===== config.mk =====
export PLATFORM = sky130hd
export DESIGN_NAME = bram_fifo_ctrl
export DESIGN_NICKNAME = d
export VERILOG_FILES = /design/src/rtl/bram_fifo_ctrl.sv
export SDC_FILE = /design/constraint.sdc
export NUM_CORES = 1
export LEC_CHECK = 0
export ABC_AREA = 1
export CAP_MARGIN = 40
export CORE_ASPECT_RATIO = 1.25
export CORE_MARGIN = 5
export CORE_UTILIZATION = 40
export CTS_CLUSTER_DIAMETER = 30
export CTS_CLUSTER_SIZE = 40
export DETAILED_ROUTE_END_ITERATION = 7
export GPL_TIMING_DRIVEN = 0
export PLACE_DENSITY = 0.68
export SYNTH_ARGS = -nofsm -noshare
export SYNTH_HDL_FRONTEND = slang
export SYNTH_SLANG_ARGS = --single-unit

===== constraint.sdc =====
create_clock -name clk -period 7.14 [get_ports clk]
set_clock_uncertainty 0.15 [all_clocks]
set_input_delay 2.142 -clock clk [delete_from_list [all_inputs] [get_ports clk]]
set_output_delay 2.142 -clock clk [all_outputs]
set_load 0.05 [all_outputs]

===== src/rtl/bram_fifo_ctrl.sv =====
// bram_fifo_ctrl: FIFO controller around an external simple dual-port BRAM.
// Credit-gated reads feed a small registered output buffer.
module bram_fifo_ctrl #(
  parameter int DATA_WIDTH = 64,
  parameter int DEPTH      = 512,
  parameter int LATENCY    = 2,
  localparam int AW        = $clog2(DEPTH)
) (
  input  logic                  clk,
  input  logic                  rst_n,
  input  logic                  in_valid,
  output logic                  in_ready,
  input  logic [DATA_WIDTH-1:0] in_data,
  output logic                  out_valid,
  input  logic                  out_ready,
  output logic [DATA_WIDTH-1:0] out_data,
  input  logic                  flush,
  output logic [AW+1:0]         level,
  output logic [AW-1:0]         ram_addra,
  output logic                  ram_wea,
  output logic [DATA_WIDTH-1:0] ram_dina,
  output logic [AW-1:0]         ram_addrb,
  output logic                  ram_enb,
  output logic                  ram_regceb,
  output logic                  ram_rstb,
  input  logic [DATA_WIDTH-1:0] ram_doutb
);

  localparam int OBN = LATENCY + 1;
  localparam int OW  = (OBN > 1) ? $clog2(OBN) : 1;
  localparam int CW  = $clog2(LATENCY + 2);

  localparam logic [AW:0]   OCC_FULL = (AW+1)'(DEPTH);
  localparam logic [CW:0]   CRED     = (CW+1)'(LATENCY + 1);
  localparam logic [OW-1:0] OB_LAST  = OW'(OBN - 1);

  logic [AW-1:0]         wr_ptr;
  logic [AW-1:0]         rd_ptr;
  logic [AW:0]           ram_occ;
  logic [LATENCY-1:0]    tag;
  logic [DATA_WIDTH-1:0] ob_mem [OBN];
  logic [OW-1:0]         ob_head;
  logic [OW-1:0]         ob_tail;
  logic [CW-1:0]         ob_cnt;
  logic [CW-1:0]         inflight;
  logic [CW:0]           cred_used;
  logic                  push;
  logic                  issue;
  logic                  cap;
  logic                  pop;

  function automatic logic [OW-1:0] ob_inc(input logic [OW-1:0] p);
    return (p == OB_LAST) ? '0 : p + 1'b1;
  endfunction

  assign in_ready  = rst_n && (ram_occ < OCC_FULL) && !flush;
  assign push      = in_valid && in_ready;
  assign out_valid = (ob_cnt != '0);
  assign pop       = out_valid && out_ready && !flush;
  assign cap       = tag[LATENCY-1];
  assign out_data  = ob_mem[ob_head];

  // Count reads issued but not yet captured.
  always_comb begin
    inflight = '0;
    for (int i = 0; i < LATENCY; i++) begin
      inflight = inflight + CW'(tag[i]);
    end
  end

  // A slot being popped this cycle is already free for a new read.
  assign cred_used = {1'b0, inflight} + {1'b0, ob_cnt}
                   - {{CW{1'b0}}, pop};
  assign issue = (ram_occ != '0) && !flush && (cred_used < CRED);

  assign level = {1'b0, ram_occ} + (AW+2)'(inflight)
               + (AW+2)'(ob_cnt);

  assign ram_wea    = push;
  assign ram_addra  = wr_ptr;
  assign ram_dina   = in_data;
  assign ram_enb    = issue;
  assign ram_addrb  = rd_ptr;
  assign ram_regceb = 1'b1;
  assign ram_rstb   = 1'b0;

  // Pointers, occupancy, read tags and output-buffer bookkeeping.
  always_ff @(posedge clk or negedge rst_n) begin
    if (!rst_n) begin
      wr_ptr  <= '0;
      rd_ptr  <= '0;
      ram_occ <= '0;
      tag     <= '0;
      ob_cnt  <= '0;
      ob_head <= '0;
      ob_tail <= '0;
    end else if (flush) begin
      wr_ptr  <= '0;
      rd_ptr  <= '0;
      ram_occ <= '0;
      tag     <= '0;
      ob_cnt  <= '0;
      ob_head <= '0;
      ob_tail <= '0;
    end else begin
      if (push) wr_ptr <= wr_ptr + 1'b1;
      if (issue) rd_ptr <= rd_ptr + 1'b1;
      ram_occ <= ram_occ + (AW+1)'(push) - (AW+1)'(issue);
      tag     <= (tag << 1) | LATENCY'(issue);
      ob_cnt  <= ob_cnt + CW'(cap) - CW'(pop);
      if (cap) ob_tail <= ob_inc(ob_tail);
      if (pop) ob_head <= ob_inc(ob_head);
    end
  end

  // Output-buffer storage; captures are dropped during a flush.
  always_ff @(posedge clk or negedge rst_n) begin
    if (!rst_n) begin
      for (int i = 0; i < OBN; i++) begin
        ob_mem[i] <= '0;
      end
    end else if (cap && !flush) begin
      ob_mem[ob_tail] <= ram_doutb;
    end
  end

endmodule


==> reports/results.ini <==
[place]
hpwlAfterDp_mm = 23.8
placed_cells = 2013
io_buffers = 229
dpl_cell_area_um2 = 14600
place_congestion = 0.844

[yosys]
syn-cell-area_um2 = 11700
yosysTopAreaCellShare_pct = 48.6
synth-seq-area-share_pct = 48.6
synth_cell_types = 34
synth_nets = 1554
synth_cells = 1386
synth.avg_cell_area_um2 = 8.47
synth_top_cell_by_area = dfrtp_1
synth_area_leaders = dfrtp_1 49%, nand2_1 13%, nand3_1 6.4%
ys.warnings.count = 0
synth-seq-cells = 228

[layout]
drive_above_1_share_pct = 16.0
fill_cells = 2614
regArea_um2 = 5710
num_antenna_cells = 0
nets = 1837
multi_input_comb_area_um2 = 4440
area_growth_pct = 40.6
design_area_um2 = 16500
stdcell_count = 2105
post-route-util_pct = 56.8

[pwr]
p_leak_nw = 8.06
ir_drop_v = 0.000456
pwr_density_cell_nw_per_um2 = 487

[routing]
drc = 0
wl_per_cell_um = 16.3
viasPerCell = 4.81
routed_wl_mm = 34.3
drt-pass1-iter-count = 5
ant_nets = 0
num_vias = 10100
drtIter0Drc = 619

[sta]
final.min_clock_period_ns = 6.88
max_freq_mhz = 145
slew_viol_final = 0
worst_pin_slew_ns = 0.618
maxSlewHeadroom_pct = 58.8
final-setup-viol-count = 0
post-route-period-util_pct = 96.4
rsz0062_at_grt = false
hold_violations = 0

[floorplan]
ios = 296
die_w_um = 163
die-area_um2 = 32900
coreArea_um2 = 29100
rows = 70
die_h_um = 202
initial_core_util_pct = 40.4

[clocking]
root_buffer = clkbuf_16
cts_num_sinks = 228
cts_buffers = 50
cts_resized = 9
cts_tree = built
cts_buffer_depth = 3
cts_max_level = 2
clk_pin_slew_worst_paths_ns = 0.05
post-cts-setup-buffers = 0
ctsHoldBuffers = 0
clock_latency_ns = 0.54

[global_route]
grt_start_max_net_pins = 80
grt.overflow.total = 0
grt_pass1_vias = 10300
grt_pass1_wl_mm = 54.4
grt.total_usage_pct = 20.4
antenna_found_initial = 1

[flow_run]
cap_violations = 0

[hold_path]
min_path_type = reg2reg

[setup_path]
cp_max_fo = 6
crit_arrival_ns = 4.59
start_kind = primary input
worstSetupEndpointType = output port
worst-setup-path-type = in2out
cp_data_required_time_ns = 4.85

[run_status]
status = completed

==> layer usage <==
metal  track usage, %  wire length, um  vias up  part of all wire (%)
met5                0               20        -                 0.058
met4             5.24              625        2                   1.8
met3             4.38             2440       46                   7.1
met2             37.6            17700      344                    51
met1             24.0            13600     4782                    40
li1                 -                -     4957                     -
==> cell usage after synthesis <==
master and number:
nand4_1 7, xor2_1 13, dfrtp_1 228, nor2_8 1
fa_1 5, inv_2 3, a22o_1 1, nand2_1 395
nand3_1 151, nor2_1 37, buf_1 1, inv_4 1
xnor2_1 2, conb_1 2, o21bai_1 3, nor2_4 2
inv_1 131, nor3_2 1, o21ai_0 33, buf_6 34
nand3_2 4, o31ai_1 1, buf_2 24, nand2_2 3
buf_4 74, o211ai_1 1, clkbuf_1 6, a21oi_1 10
nor3_1 2, o21ai_1 148, nand2_4 1, a21o_1 1
o21ai_2 30, ha_1 30
==> sequential cells by signal, indices dropped and copies added (netlist names) <==
name and cells:
ram_occ 10, ram_addra 9, ob_cnt 2, ram_addrb 9, ob_mem 192, tag 2
ob_head 2, ob_tail 2
==> kinds of logic (layout without fill, tap and decap cells) <==
logic type | Yosys count | after routing | share of synthesized area (%)
simple gates | 604 | 604 | 21.8
fa+ha+maj | 35 | 35 | 4.05
flops | 228 | 228 | 48.6
xor+xnor | 15 | 15 | 1.12
other cells | 2 | 2 | 0.0640
buf+inv | 274 | 597 | 13.6
compound gates | 228 | 228 | 10.8
==> worst paths after layout <==
check / slack [ns] / to / from / cells past startpoint
setup / recovery: 0.26 / ram_enb / out_ready / 13
hold / removal: 0.33 / ob_mem[171] / ob_mem[171] / 2
setup reg to reg: 3.02 / ram_occ[8] / ob_cnt[1] / 23
hold reg to reg: 0.33 / ob_mem[171] / ob_mem[171] / 2
max in group asynchronous: 4.36 / ram_occ[9] / rst_n / 3
min in group asynchronous: 1.35 / ob_mem[163] / rst_n / 1
==> per-stage QoR <==
stage / hold WS (ns) / power (mW) / TNS, ns / setup slack (ns)
after global routing: 0.346 / 8.50 / 0 / 0.111
after global placement: 0.315 / 5.42 / -1492.66 / -8.32
final: 0.328 / 8.04 / 0 / 0.260
after floorplan: 0.303 / 4.37 / 0 / 0.797
after CTS: 0.330 / 8.12 / 0 / 0.0738
after detailed placement: 0.318 / 5.47 / -0.731 / -0.682
==> where the power goes <==
group / internal [mW] / switching [mW] / total, mW / leakage (nW)
logic: 1.18 / 2.27 / 3.45 / 4.12
registers: 1.74 / 0.255 / 2.00 / 3.02
clock network: 1.85 / 0.743 / 2.59 / 0.924
==> final cells by class <==
class | instances | share of cell area, %
buffer | 139 | 6.57
inverter | 135 | 3.08
clock inverter | 35 | 3.46
multi-input combinational | 884 | 26.9
clock buffer | 57 | 8.11
sequential | 228 | 34.6
timing repair buffer | 231 | 14.3
tap | 396 | 3.00
==> critical path, stage by stage <==
cell             delay, ns
clkdlybuf4s50_1       0.49
nand2_1               0.11
nor2_2                0.19
ha_1                  0.27
inv_1                 0.06
ha_1                  0.13
inv_1                 0.05
fa_1                  0.51
o21ai_2               0.07
nor2_1                0.12
nand2_2               0.09
inv_2                 0.13
buf_4                 0.22
==> cells in the final DEF, fill, tap and decap left out, drive strengths merged, types with 14 or more instances in the layout <==
cell type	n
nand2	399
buf	137
ha	30
bufinv	14
clkbuf	63
dfrtp	228
inv	139
nor2	40
nand3	155
o21ai	211
clkdlybuf4s50	225
Note: power is estimated with default switching activity, not from simulation.
